===== src/rtl/keypad_matrix_scan_pkg.sv =====
// keypad_matrix_scan_pkg: shared FSM state encoding and width helper for the keypad scanner.
package keypad_matrix_scan_pkg;

    typedef enum logic [2:0] {
        IDLE,
        SCAN,
        DEBOUNCE,
        PRESSED,
        RELEASING
    } state_e;

    function automatic int clog2(input int v);
        int r = 0;
        while ((1 << r) < v) r++;
        return r;
    endfunction

endpackage


===== src/rtl/keypad_matrix_scan_if.sv =====
// keypad_matrix_scan_if: matrix drive/sense lines plus decoded key outputs.
interface keypad_matrix_scan_if
    import keypad_matrix_scan_pkg::*;
#(
    parameter int NUM_COLS = 3,
    parameter int NUM_ROWS = 4
) ();

    localparam int KEYS   = NUM_ROWS * NUM_COLS;
    localparam int CODE_W = clog2(KEYS);

    logic [NUM_ROWS-1:0] key_row;
    logic [NUM_COLS-1:0] key_col;
    logic [KEYS-1:0]     key_data;
    logic [CODE_W-1:0]   key_code;
    logic                key_valid;
    logic                key_release;
    logic                key_multi;

    modport master (
        input  key_row,
        output key_col, key_data, key_code, key_valid, key_release, key_multi
    );

    modport slave (
        output key_row,
        input  key_col, key_data, key_code, key_valid, key_release, key_multi
    );

endinterface


===== src/rtl/keypad_matrix_scan_tick_gen.sv =====
// scan_tick_gen: free-running divider emitting a one-clk tick every DIV cycles.
module scan_tick_gen
    import keypad_matrix_scan_pkg::*;
#(
    parameter int DIV = 125000
) (
    input  logic clk,
    input  logic rst,
    output logic tick
);

    localparam int            W    = clog2(DIV);
    localparam logic [W-1:0]  LAST = W'(DIV - 1);

    logic [W-1:0] cnt_q;

    assign tick = cnt_q == LAST;

    always_ff @(posedge clk or negedge rst) begin
        if (!rst) cnt_q <= '0;
        else      cnt_q <= tick ? '0 : cnt_q + W'(1);
    end

endmodule


===== src/rtl/keypad_matrix_scan.sv =====
// keypad_matrix_scan: column-scanning keypad controller with press/release debounce.
module keypad_matrix_scan
    import keypad_matrix_scan_pkg::*;
#(
    parameter int NUM_COLS       = 3,
    parameter int NUM_ROWS       = 4,
    parameter int SCAN_DIV       = 125000,
    parameter int DEBOUNCE_SCANS = 3
) (
    input  logic clk,
    input  logic rst,
    keypad_matrix_scan_if.master kp
);

    localparam int             KEYS    = NUM_ROWS * NUM_COLS;
    localparam int             CODE_W  = clog2(KEYS);
    localparam int             DBW     = clog2(DEBOUNCE_SCANS + 1);
    localparam logic [DBW-1:0] DS_LAST = DBW'(DEBOUNCE_SCANS - 1);

    state_e              state_q;
    logic [NUM_COLS-1:0] col_q;
    logic [NUM_ROWS-1:0] row_q;
    logic [DBW-1:0]      cnt_q;
    logic [KEYS-1:0]     data_q;
    logic [CODE_W-1:0]   code_q;
    logic                valid_q;
    logic                release_q;
    logic                multi_q;
    logic                issued_q;
    logic                tick;

    logic [CODE_W-1:0]   row_idx;
    logic [CODE_W-1:0]   col_idx;
    logic [CODE_W-1:0]   code_d;
    logic [NUM_COLS-1:0] col_rot_d;
    logic                multi_d;

    scan_tick_gen #(.DIV(SCAN_DIV)) u_tick (
        .clk  (clk),
        .rst  (rst),
        .tick (tick)
    );

    always_comb begin
        row_idx = '0;
        col_idx = '0;
        for (int i = 0; i < NUM_ROWS; i++) if (row_q[i]) row_idx = CODE_W'(i);
        for (int i = 0; i < NUM_COLS; i++) if (col_q[i]) col_idx = CODE_W'(i);
        code_d    = CODE_W'(int'(row_idx) * NUM_COLS) + col_idx;
        col_rot_d = {col_q[NUM_COLS-2:0], col_q[NUM_COLS-1]};
        multi_d   = |(row_q & (row_q - NUM_ROWS'(1)));
    end

    // cnt_q counts matching ticks already seen; reaching DS_LAST means this tick completes the run
    always_ff @(posedge clk or negedge rst) begin
        if (!rst) begin
            state_q   <= IDLE;
            col_q     <= '0;
            row_q     <= '0;
            cnt_q     <= '0;
            data_q    <= '0;
            code_q    <= '0;
            valid_q   <= 1'b0;
            release_q <= 1'b0;
            multi_q   <= 1'b0;
            issued_q  <= 1'b0;
        end else begin
            valid_q   <= 1'b0;
            release_q <= 1'b0;
            if (tick) begin
                case (state_q)
                    IDLE: begin
                        state_q <= SCAN;
                        col_q   <= NUM_COLS'(1);
                    end
                    SCAN: begin
                        if (kp.key_row == '0) begin
                            col_q <= col_rot_d;
                        end else begin
                            row_q   <= kp.key_row;
                            cnt_q   <= '0;
                            state_q <= DEBOUNCE;
                        end
                    end
                    DEBOUNCE: begin
                        if (kp.key_row != row_q) begin
                            state_q <= SCAN;
                        end else if (cnt_q == DS_LAST) begin
                            state_q <= PRESSED;
                            cnt_q   <= '0;
                            if (multi_d) begin
                                multi_q <= 1'b1;
                            end else begin
                                data_q   <= KEYS'(1) << code_d;
                                code_q   <= code_d;
                                valid_q  <= 1'b1;
                                issued_q <= 1'b1;
                            end
                        end else begin
                            cnt_q <= cnt_q + DBW'(1);
                        end
                    end
                    PRESSED, RELEASING: begin
                        if (kp.key_row != '0) begin
                            state_q <= PRESSED;
                            cnt_q   <= '0;
                        end else if (cnt_q == DS_LAST) begin
                            state_q   <= SCAN;
                            cnt_q     <= '0;
                            release_q <= issued_q;
                            issued_q  <= 1'b0;
                            data_q    <= '0;
                            multi_q   <= 1'b0;
                            col_q     <= col_rot_d;
                        end else begin
                            state_q <= RELEASING;
                            cnt_q   <= cnt_q + DBW'(1);
                        end
                    end
                    default: state_q <= IDLE;
                endcase
            end
        end
    end

    assign kp.key_col     = col_q;
    assign kp.key_data    = data_q;
    assign kp.key_code    = code_q;
    assign kp.key_valid   = valid_q;
    assign kp.key_release = release_q;
    assign kp.key_multi   = multi_q;

endmodule


===== src/flat_wrapper.sv =====
// flat-port wrapper written by rule: the top's interface ports become plain ports
module keypad_matrix_scan_flat import keypad_matrix_scan_pkg::*;
#(
    parameter int NUM_COLS       = 3,
    parameter int NUM_ROWS       = 4,
    parameter int SCAN_DIV       = 125000,
    parameter int DEBOUNCE_SCANS = 3
)
  (clk, rst, kp_key_row, kp_key_col, kp_key_data, kp_key_code, kp_key_valid, kp_key_release, kp_key_multi);
  keypad_matrix_scan_if #(.NUM_COLS(NUM_COLS), .NUM_ROWS(NUM_ROWS)) kp_i ();
  input  logic clk;
  input  logic rst;
  input wire logic [$bits(kp_i.key_row)-1:0] kp_key_row;
  output wire logic [$bits(kp_i.key_col)-1:0] kp_key_col;
  output wire logic [$bits(kp_i.key_data)-1:0] kp_key_data;
  output wire logic [$bits(kp_i.key_code)-1:0] kp_key_code;
  output wire logic [$bits(kp_i.key_valid)-1:0] kp_key_valid;
  output wire logic [$bits(kp_i.key_release)-1:0] kp_key_release;
  output wire logic [$bits(kp_i.key_multi)-1:0] kp_key_multi;
  assign kp_i.key_row = kp_key_row;
  assign kp_key_col = kp_i.key_col;
  assign kp_key_data = kp_i.key_data;
  assign kp_key_code = kp_i.key_code;
  assign kp_key_valid = kp_i.key_valid;
  assign kp_key_release = kp_i.key_release;
  assign kp_key_multi = kp_i.key_multi;
  keypad_matrix_scan #(.NUM_COLS(NUM_COLS), .NUM_ROWS(NUM_ROWS), .SCAN_DIV(SCAN_DIV), .DEBOUNCE_SCANS(DEBOUNCE_SCANS)) u_core (.clk(clk), .rst(rst), .kp(kp_i));
endmodule

===== config.mk =====
export PLATFORM = sky130hd
export DESIGN_NAME = keypad_matrix_scan_flat
export DESIGN_NICKNAME = d
export VERILOG_FILES = /design/src/rtl/keypad_matrix_scan_pkg.sv /design/src/rtl/keypad_matrix_scan_if.sv /design/src/rtl/keypad_matrix_scan_tick_gen.sv /design/src/rtl/keypad_matrix_scan.sv /design/src/flat_wrapper.sv
export SDC_FILE = /design/constraint.sdc
export NUM_CORES = 1
export LEC_CHECK = 0
export BUFFER_PORTS_ARGS = -buffer_cell sky130_fd_sc_hd__buf_4
export CORE_MARGIN = 1.5
export CORE_UTILIZATION = 63
export CTS_CLUSTER_SIZE = 20
export DETAILED_ROUTE_END_ITERATION = 16
export PLACE_DENSITY_LB_ADDON = 0.25
export SLEW_MARGIN = 20
export SYNTH_ARGS = -nofsm -noshare
export SYNTH_HDL_FRONTEND = slang
export SYNTH_HIERARCHICAL = 1
export SYNTH_SLANG_ARGS = --single-unit

===== constraint.sdc =====
create_clock -name clk -period 8.7 [get_ports clk]
set_clock_uncertainty 0.15 [all_clocks]
set_input_delay 0.435 -clock clk [delete_from_list [all_inputs] [get_ports clk]]
set_output_delay 0.435 -clock clk [all_outputs]
set_load 0.03 [all_outputs]

==> impl_metrics.tcl, run 1 <==
set metrics [dict create \
    crit_type "flop to flop" \
    cts_setup_buffers 0 \
    grt_pass1_wl_mm 8.38 \
    placedInstanceArea_mm2 0.00284 \
    drt_first_pass_iters 4 \
    post-dp-hpwl_mm 3.72 \
    crit_buf_inv 0 \
    maxCapViolCount 0 \
    cpPeakStageDelay_ps 530 \
    rsz0062_at_grt "no" \
    clock_latency_ps 300 \
    final_layout_size_suffix_gt1_frac 0.213 \
    setup_viol 0 \
    io_pins 28 \
    yosysWarnings 6 \
    yosysSeqAreaShare 0.465 \
    cts_resized 0 \
    slew_headroom 0.490 \
    antenna_left 0 \
    slowest_stage "nor3_4" \
    start_kind "flop" \
    violations "hold timing" \
    drt_iter0_markers 146 \
    place.gp.congestion 0.851 \
    ff2ff_path_depth 9 \
    dpl_worst_slack_ps 5580 \
    htreeDepth 2 \
    syn_inst 252 \
    routed_wl_mm 5.21 \
    cts_hold_buf 0 \
    synth.net_count 262 \
    max_freq_mhz 316 \
    peakVddDrop_v 0.0000829 \
    crit_family "simple AND/OR/NAND/NOR gates" \
    clkTransAtPathRegs_ps 90 \
    layout_commonest_cell "dfrtp_1" \
    synth_cell_types 55 \
    overflow 0 \
    fin_area_mm2 0.00296 \
    power.total_mw 0.404 \
    final_hold_viol_count 17 \
    synth_edf_count 0 \
    avgSynthCellArea_um2 10.5 \
    vias 1973 \
    cp_num_cells 9 \
    tightestPinTransition_ps 765 \
    drv_slew 0 \
    p_leak_nw 1.33 \
    clock_sinks 49 \
    cts_root_buf "clkbuf_8" \
    antenna_found_initial 0 \
    n_antenna_cell 0 \
    post_drt_wl_per_cell_um 15.9 \
    grt_max_degree 50 \
    numCtsBuffers 5 \
    finalCritPeriodShare 0.364 \
    dieWidth_um 67.7 \
    start_util 0.659 \
    final_util 0.740 \
    arrival_ps 3210 \
    crit_path_max_fanout 18 \
    hold_slack_ps -19.8 \
    clk_path_buf_depth 2 \
    grt_pass1_vias 1814 \
    mostFrequentLayoutCells "49 x dfrtp_1, 27 x buf_4, 24 x o21ai_0, 19 x nor2_1, 16 x nand2_1" \
    status "finished with violations" \
    end_kind "flop" \
    synth-main-ff-cell "dfrtp_1" \
    port_buffers 27 \
    die-area_mm2 0.00458 \
    finalWorstSetupSlack_ps 5540 \
    ys_seq_elements 49 \
    drc 0 \
    cts_tree "done" \
    synth.cell_area_mm2 0.00264 \
    grt.total_usage 0.248 \
    tns_ps 0 \
    coreArea_mm2 0.00400 \
    path_cells "ha_1, and2_1, nand3_1, nor3_4, nand3b_1, nor2_4, a2bb2oi_2, or2_4, o41ai_1" \
    worst_ep_required_time_ps 8740 \
    synth_async_sr_flop_share 1.00 \
    finalCriticalPeriod_ps 3160 \
    synthToLayoutAreaGrowth_pct 12.3 \
    min_path_type "input pin to async pin" \
    rows 23 \
    layout.nets 286 \
    viasPerCell 6.03 \
    p_per_area_mw_per_mm2 137 \
    fp.dieH_um 67.7 \
]
-- sequential cells by signal (all words and copies together), names as in the netlist, 2 cells and up --
name	flops
u_core/state_q	3
u_core/kp.key_col	3
u_core/cnt_q	2
u_core/kp.key_data	12
u_core/kp.key_code	4
u_core/row_q	4
u_core/u_tick/cnt_q	17
-- path summary, 6_finish.rpt --
check                                        from                      end  slack [ps]
max                        u_core/u_tick/cnt_q[0]    u_core/kp.key_data[1]        5540
min                                           rst  u_core/u_tick/cnt_q[10]         -20
max reg2reg                u_core/u_tick/cnt_q[0]    u_core/kp.key_data[1]        5540
min reg2reg                 u_core/kp.key_code[0]    u_core/kp.key_code[0]         350
max in group asynchronous                     rst          u_core/row_q[0]        8010
min in group clk                    kp_key_row[2]          u_core/row_q[2]         240
-- per-layer routing --
| metal | part of all wire | vias to the layer above | GRT usage |
|---|---|---|---|
| met5 | 0 | - | 0 |
| met4 | 0.017 | 0 | 0.0995 |
| met3 | 0.036 | 9 | 0.0467 |
| met2 | 0.49 | 53 | 0.406 |
| met1 | 0.45 | 945 | 0.324 |
| li1 | - | 966 | - |
-- synth_stat cells, drive strengths merged, types with 2 or more instances --
library cell,count,area (um^2)
a21oi,7,35.0
and2,2,12.5
and3,2,12.5
buf,4,38.8
clkbuf,6,22.5
dfrtp,49,1230
ha,3,37.5
inv,6,22.5
mux2,10,113
mux2i,3,30.0
nand2,16,60.1
nand2b,2,12.5
nand3,10,62.6
nand3b,2,15.0
nand4,7,58.8
nand4b,2,17.5
nor2,20,82.6
nor2b,8,50.1
nor3,6,52.6
nor3b,3,22.5
nor4,6,52.6
o21ai,27,139
o221ai,2,17.5
o31ai,4,30.0
o41ai,4,42.6
or2,3,21.3
or3,2,12.5
xnor2,8,70.1
xor2,12,105
-- power breakdown --
group          internal [mW]  switching [mW]  total [mW]  leakage (nW)
combinational        0.00238         0.00681     0.00919         0.633
sequential             0.228               0       0.228         0.644
clock                 0.0935          0.0743       0.168        0.0574
-- area by class of cell --
class / instances / area [um^2]
well taps: 50 / 62.6
fillers: 288 / 1040
clock buffers: 6 / 82.6
inverters: 6 / 22.5
repair buffers: 27 / 203
clock inverters: 2 / 37.5
flip-flops and latches: 49 / 1230
multi-input cells: 187 / 1330
-- worst reg2reg max path: cells and delay by family, from the launching register on --
kind	cells	cell delay, ps
fa+ha+maj	1	240
flops	1	430
compound gates	2	490
simple gates	6	1760
-- cells by family (layout without fill, tap and decap cells) --
kind of cell | after synthesis | after routing | share of synthesized area
xor+xnor | 20 | 20 | 0.0665
simple gates | 95 | 95 | 0.223
buf+inv | 16 | 41 | 0.0318
fa+ha+maj | 4 | 4 | 0.0218
compound gates | 55 | 55 | 0.138
flops | 49 | 49 | 0.465
mux | 13 | 13 | 0.0541
-- per-stage QoR --
stage,std cells,hold WS [ps]
after floorplan,252,-10.6
after global placement,319,315
after detailed placement,319,334
after CTS,327,0.412
after global routing,327,31.6
final,327,-19.8
(Power assumes the default switching activity.)
==> run 2, diff against run 1 <==
--- a/config.mk
+++ b/config.mk
@@ -7,7 +7,7 @@
 export LEC_CHECK = 0
 export BUFFER_PORTS_ARGS = -buffer_cell sky130_fd_sc_hd__buf_4
 export CORE_MARGIN = 1.5
-export CORE_UTILIZATION = 63
+export CORE_UTILIZATION = 53
 export CTS_CLUSTER_SIZE = 20
 export DETAILED_ROUTE_END_ITERATION = 16
 export PLACE_DENSITY_LB_ADDON = 0.25
==> constraint.sdc (replaced) <==
create_clock -name clk -period 2.7 [get_ports clk]
set_clock_uncertainty 0.15 [all_clocks]
set_input_delay 0.135 -clock clk [delete_from_list [all_inputs] [get_ports clk]]
set_output_delay 0.135 -clock clk [all_outputs]
set_load 0.03 [all_outputs]
==> impl_metrics.tcl, run 2 (synthesized netlist as in run 1, its figures left out) <==
set metrics [dict create \
    status "finished, final reports clean" \
    arrival_ps 2580 \
    layout.nets 304 \
    end_kind "flop" \
    final_util 0.658 \
    met3_usage 0.0412 \
    routed_wl_mm 5.21 \
    reg2reg_to "u_core/kp.key_code[2]" \
    synthToLayoutAreaGrowth_pct 18.8 \
    drv_slew 0 \
    cts_root_buf "clkbuf_8" \
    post_drt_wl_per_cell_um 14.4 \
    tightestPinTransition_ps 615 \
    clkTransAtPathRegs_ps 90 \
    fin_area_mm2 0.00313 \
    grt.total_usage 0.207 \
    regMostFlops "u_core/u_tick/cnt_q" \
    port_buffers 27 \
    slew_headroom 0.590 \
    worst_ep_required_time_ps 2740 \
    min_path_type "input pin to async pin" \
    antenna_left 0 \
    overflow 0 \
    crit_start "u_core/u_tick/cnt_q[8]" \
    grt_busiest_layer "met1" \
    io_pins 28 \
    p_per_area_mw_per_mm2 382 \
    numCtsBuffers 5 \
    gr-usage-met1 0.310 \
    antenna_found_initial 0 \
    met2_usage 0.310 \
    coreArea_mm2 0.00475 \
    layout_commonest_cell "dfrtp_1" \
    final_hold_viol_count 0 \
    dieWidth_um 73.5 \
    crit_path_max_fanout 6 \
    dpl_worst_slack_ps 65.5 \
    n_antenna_cell 0 \
    fillers 410 \
    largest_reg_flops 17 \
    cpPeakStageDelay_ps 460 \
    grt_pass1_vias 1852 \
    r2r_start "u_core/u_tick/cnt_q[8]" \
    finalCriticalPeriod_ps 2530 \
    power.total_mw 1.20 \
    vias 2018 \
    rows 25 \
    finalWorstSetupSlack_ps 168 \
    clk_path_buf_depth 2 \
    grt_pass1_wl_mm 8.66 \
    cts_tree "done" \
    start_kind "flop" \
    clock_sinks 49 \
    final_layout_size_suffix_gt1_frac 0.268 \
    slowest_stage "dfrtp_1" \
    ff2ff_path_depth 7 \
    clock_latency_ps 300 \
    setup_viol 0 \
    grt_max_degree 50 \
    crit_type "flop to flop" \
    place.gp.congestion 0.845 \
    peakVddDrop_v 0.000242 \
    crit_end "u_core/kp.key_code[2]" \
    r2r_setup_slack_ps 170 \
    post-dp-hpwl_mm 3.69 \
    mostFrequentLayoutCells "49 x dfrtp_1, 40 x buf_4, 24 x o21ai_0, 19 x nor2_1, 16 x nand2_1" \
    start_util 0.554 \
    place_inst 348 \
    p_leak_nw 1.41 \
    max_freq_mhz 395 \
    fp.dieH_um 73.5 \
    drc 0 \
    fin_cells 362 \
    die-area_mm2 0.00540 \
    drt_iter0_markers 138 \
    drt_first_pass_iters 4 \
    htreeDepth 2 \
    path_cells "nor4_2, nand3_2, nor3_4, nand3b_1, buf_4, nand4b_1, mux2_2" \
    viasPerCell 5.57 \
    maxCapViolCount 0 \
    finalCritPeriodShare 0.938 \
    placedInstanceArea_mm2 0.00297 \
]
## run 2: repair_timing
action,CTS,global route
pin swaps,0,0
endpoints found under the setup margin,1,4
setup buffers,0,1
hold endpoints to repair,53,0
hold buffers,5,0
resized for setup,1,3
## run 2: how the worst min path moves through the flow
stage	from	endpoint	slack (ps)	cells after the start
global route	rst	u_core/u_tick/cnt_q[10]	310	2
global placement	rst	u_core/u_tick/cnt_q[11]	40	1
finish	rst	u_core/u_tick/cnt_q[9]	230	2
CTS	rst	u_core/u_tick/cnt_q[9]	250	2
floorplan	rst	u_core/cnt_q[0]	-310	0
detailed placement	rst	u_core/u_tick/cnt_q[10]	40	1
## run 2: metal layers
metal	part of all wire	routed length [um]	up-vias
li1	-	-	998
met1	0.51	2640	971
met2	0.45	2340	43
met3	0.036	186	6
met4	0.0092	48	0
met5	0	0	-
## run 2: area by class of cell
class	count	area [um^2]	share of cell area
clock buffer	6	72.6	0.0232
timing repair buffer	45	350	0.112
tap	67	83.8	0.0268
inverter	6	22.5	0.00720
multi-input combinational	187	1360	0.434
sequential	49	1230	0.392
clock inverter	2	15.0	0.00480
## run 2: per-stage QoR
stage | setup TNS [ps] | hold WS (ps)
2_1_floorplan | 0 | -311
6_report | 0 | 230
5_1_grt | -20.5 | 308
4_1_cts | 0 | 250
3_5_place_dp | 0 | 38.5
3_3_place_gp | 0 | 42.2
## run 2: power by group
part           switching [mW]  internal (mW)
clock                   0.243          0.183
sequential                  0          0.733
combinational          0.0238         0.0128
total                   0.267          0.929
## run 2: critical path: cells and delay by family, from the launching register on
family / cells / cell delay (ps)
muxes: 1 / 360
DFF: 1 / 460
and+or+nand+nor: 5 / 1240
buffers and inverters: 1 / 220
==> run 3, diff against run 2 <==
--- a/config.mk
+++ b/config.mk
@@ -7,7 +7,7 @@
 export LEC_CHECK = 0
 export BUFFER_PORTS_ARGS = -buffer_cell sky130_fd_sc_hd__buf_4
 export CORE_MARGIN = 1.5
-export CORE_UTILIZATION = 53
+export CORE_UTILIZATION = 63
 export CTS_CLUSTER_SIZE = 20
 export DETAILED_ROUTE_END_ITERATION = 16
 export PLACE_DENSITY_LB_ADDON = 0.25
==> constraint.sdc (replaced) <==
create_clock -name clk -period 3.2 [get_ports clk]
set_clock_uncertainty 0.15 [all_clocks]
set_input_delay 0.16 -clock clk [delete_from_list [all_inputs] [get_ports clk]]
set_output_delay 0.16 -clock clk [all_outputs]
set_load 0.03 [all_outputs]
==> impl_metrics.tcl, run 3 (synthesized netlist as in run 1, its figures left out) <==
set metrics [dict create \
    grt_max_degree 50 \
    drc 0 \
    status "finished, final reports clean" \
    cts_root_buf "clkbuf_8" \
    regMostFlops "u_core/u_tick/cnt_q" \
    r2r_setup_slack_ps 340 \
    die-area_mm2 0.00458 \
    crit_start "u_core/row_q[2]" \
    tightestPinTransition_ps 776 \
    overflow 0 \
    clkTransAtPathRegs_ps 90 \
    cts_setup_buffers 0 \
    coreArea_mm2 0.00400 \
    synthToLayoutAreaGrowth_pct 14.5 \
    start_util 0.659 \
    rows 23 \
    numCtsBuffers 5 \
    clock_sinks 49 \
    grt.total_usage 0.271 \
    r2r_start "u_core/row_q[2]" \
    drt_iter0_markers 154 \
    layout_commonest_cell "dfrtp_1" \
    peakVddDrop_v 0.000178 \
    antenna_left 0 \
    port_buffers 27 \
    htreeDepth 2 \
    setup_viol 0 \
    end_kind "flop" \
    mostFrequentLayoutCells "49 x dfrtp_1, 28 x buf_4, 24 x o21ai_0, 19 x nor2_1, 16 x nand2_1" \
    n_antenna_cell 0 \
    p_per_area_mw_per_mm2 369 \
    clock_latency_ps 310 \
    dieWidth_um 67.7 \
    vias 2029 \
    ff2ff_path_depth 8 \
    crit_path_max_fanout 7 \
    crit_end "u_core/kp.key_data[9]" \
    antenna_found_initial 0 \
    power.total_mw 1.11 \
    post-dp-hpwl_mm 3.80 \
    finalCriticalPeriod_ps 2860 \
    worst_ep_required_time_ps 3300 \
    tns_ps 0 \
    slew_headroom 0.483 \
    place.gp.congestion 0.843 \
    arrival_ps 2960 \
    routed_wl_mm 5.62 \
    drt_first_pass_iters 4 \
    rsz0062_at_grt "no" \
    clk_path_buf_depth 2 \
    grt_pass1_vias 1913 \
    final_hold_viol_count 0 \
    io_pins 28 \
    start_kind "flop" \
    fp.dieH_um 67.7 \
    final_layout_size_suffix_gt1_frac 0.212 \
    finalCritPeriodShare 0.894 \
    reg2reg_to "u_core/kp.key_data[9]" \
    min_path_type "input pin to async pin" \
    max_freq_mhz 350 \
    largest_reg_flops 17 \
    drv_slew 0 \
    post_drt_wl_per_cell_um 16.9 \
    cts_tree "done" \
    maxCapViolCount 0 \
    p_leak_nw 1.36 \
    grt_pass1_wl_mm 9.21 \
    layout.nets 292 \
    viasPerCell 6.09 \
    crit_type "flop to flop" \
]
-- run 3: worst min path at each step --
| stage | startpoint | cells past startpoint | slack [ps] | endpoint |
|---|---|---|---|---|
| 2_1_floorplan | rst | 0 | -290 | u_core/cnt_q[0] |
| 3_3_place_gp | rst | 1 | 60 | u_core/u_tick/cnt_q[9] |
| 3_5_place_dp | rst | 1 | 60 | u_core/u_tick/cnt_q[9] |
| 4_1_cts | rst | 2 | 270 | u_core/u_tick/cnt_q[9] |
| 5_1_grt | rst | 2 | 320 | u_core/u_tick/cnt_q[9] |
| 6_report | rst | 2 | 250 | u_core/u_tick/cnt_q[10] |
-- run 3: worst max-delay path: stages (launching register included) --
cell and delay, ps:
dfrtp_1 440, nor2_1 120, nor2_1 50, ha_1 380
ha_1 260, fa_1 570, nor3b_1 430, nor3b_1 230
mux2_2 170
-- run 3: per-layer routing --
metal / vias up / track usage / routed length (um)
met1: 998 / 0.379 / 2550
met3: 9 / 0.0367 / 234
met5: - / 0 / 0
met2: 49 / 0.428 / 2750
met4: 0 / 0.105 / 86
li1: 973 / - / -
-- run 3: where the power goes --
group,total (mW),internal (mW),switching [mW]
Combinational,0.0309,0.0105,0.0205
Clock,0.464,0.254,0.209
Sequential,0.619,0.619,0
-- run 3: repair_timing --
action,4_1_cts,5_1_grt
hold buffers,5,0
endpoints found under the hold margin,53,0
resized for setup,0,0
-- run 3: layout make-up --
class	count	area, um^2
clock inverters	2	37.5
fillers	294	983
clock buffers	6	82.6
well taps	50	62.6
flip-flops and latches	49	1230
multi-input cells	187	1330
inverters	6	22.5
repair buffers	33	260
-- run 3: stage by stage --
step / hold slack [ps] / setup slack [ps] / std cells / instance area (um^2) / util
after floorplan: -286 / 439 / 252 / 2640 / -
after global placement: 59.8 / 470 / 320 / 2850 / 0.712
after detailed placement: 62.6 / 397 / 320 / 2850 / 0.712
after CTS: 273 / 364 / 333 / 3020 / 0.754
after global routing: 322 / 81.1 / 333 / 3020 / 0.754
final: 249 / 339 / 333 / 3020 / 0.754
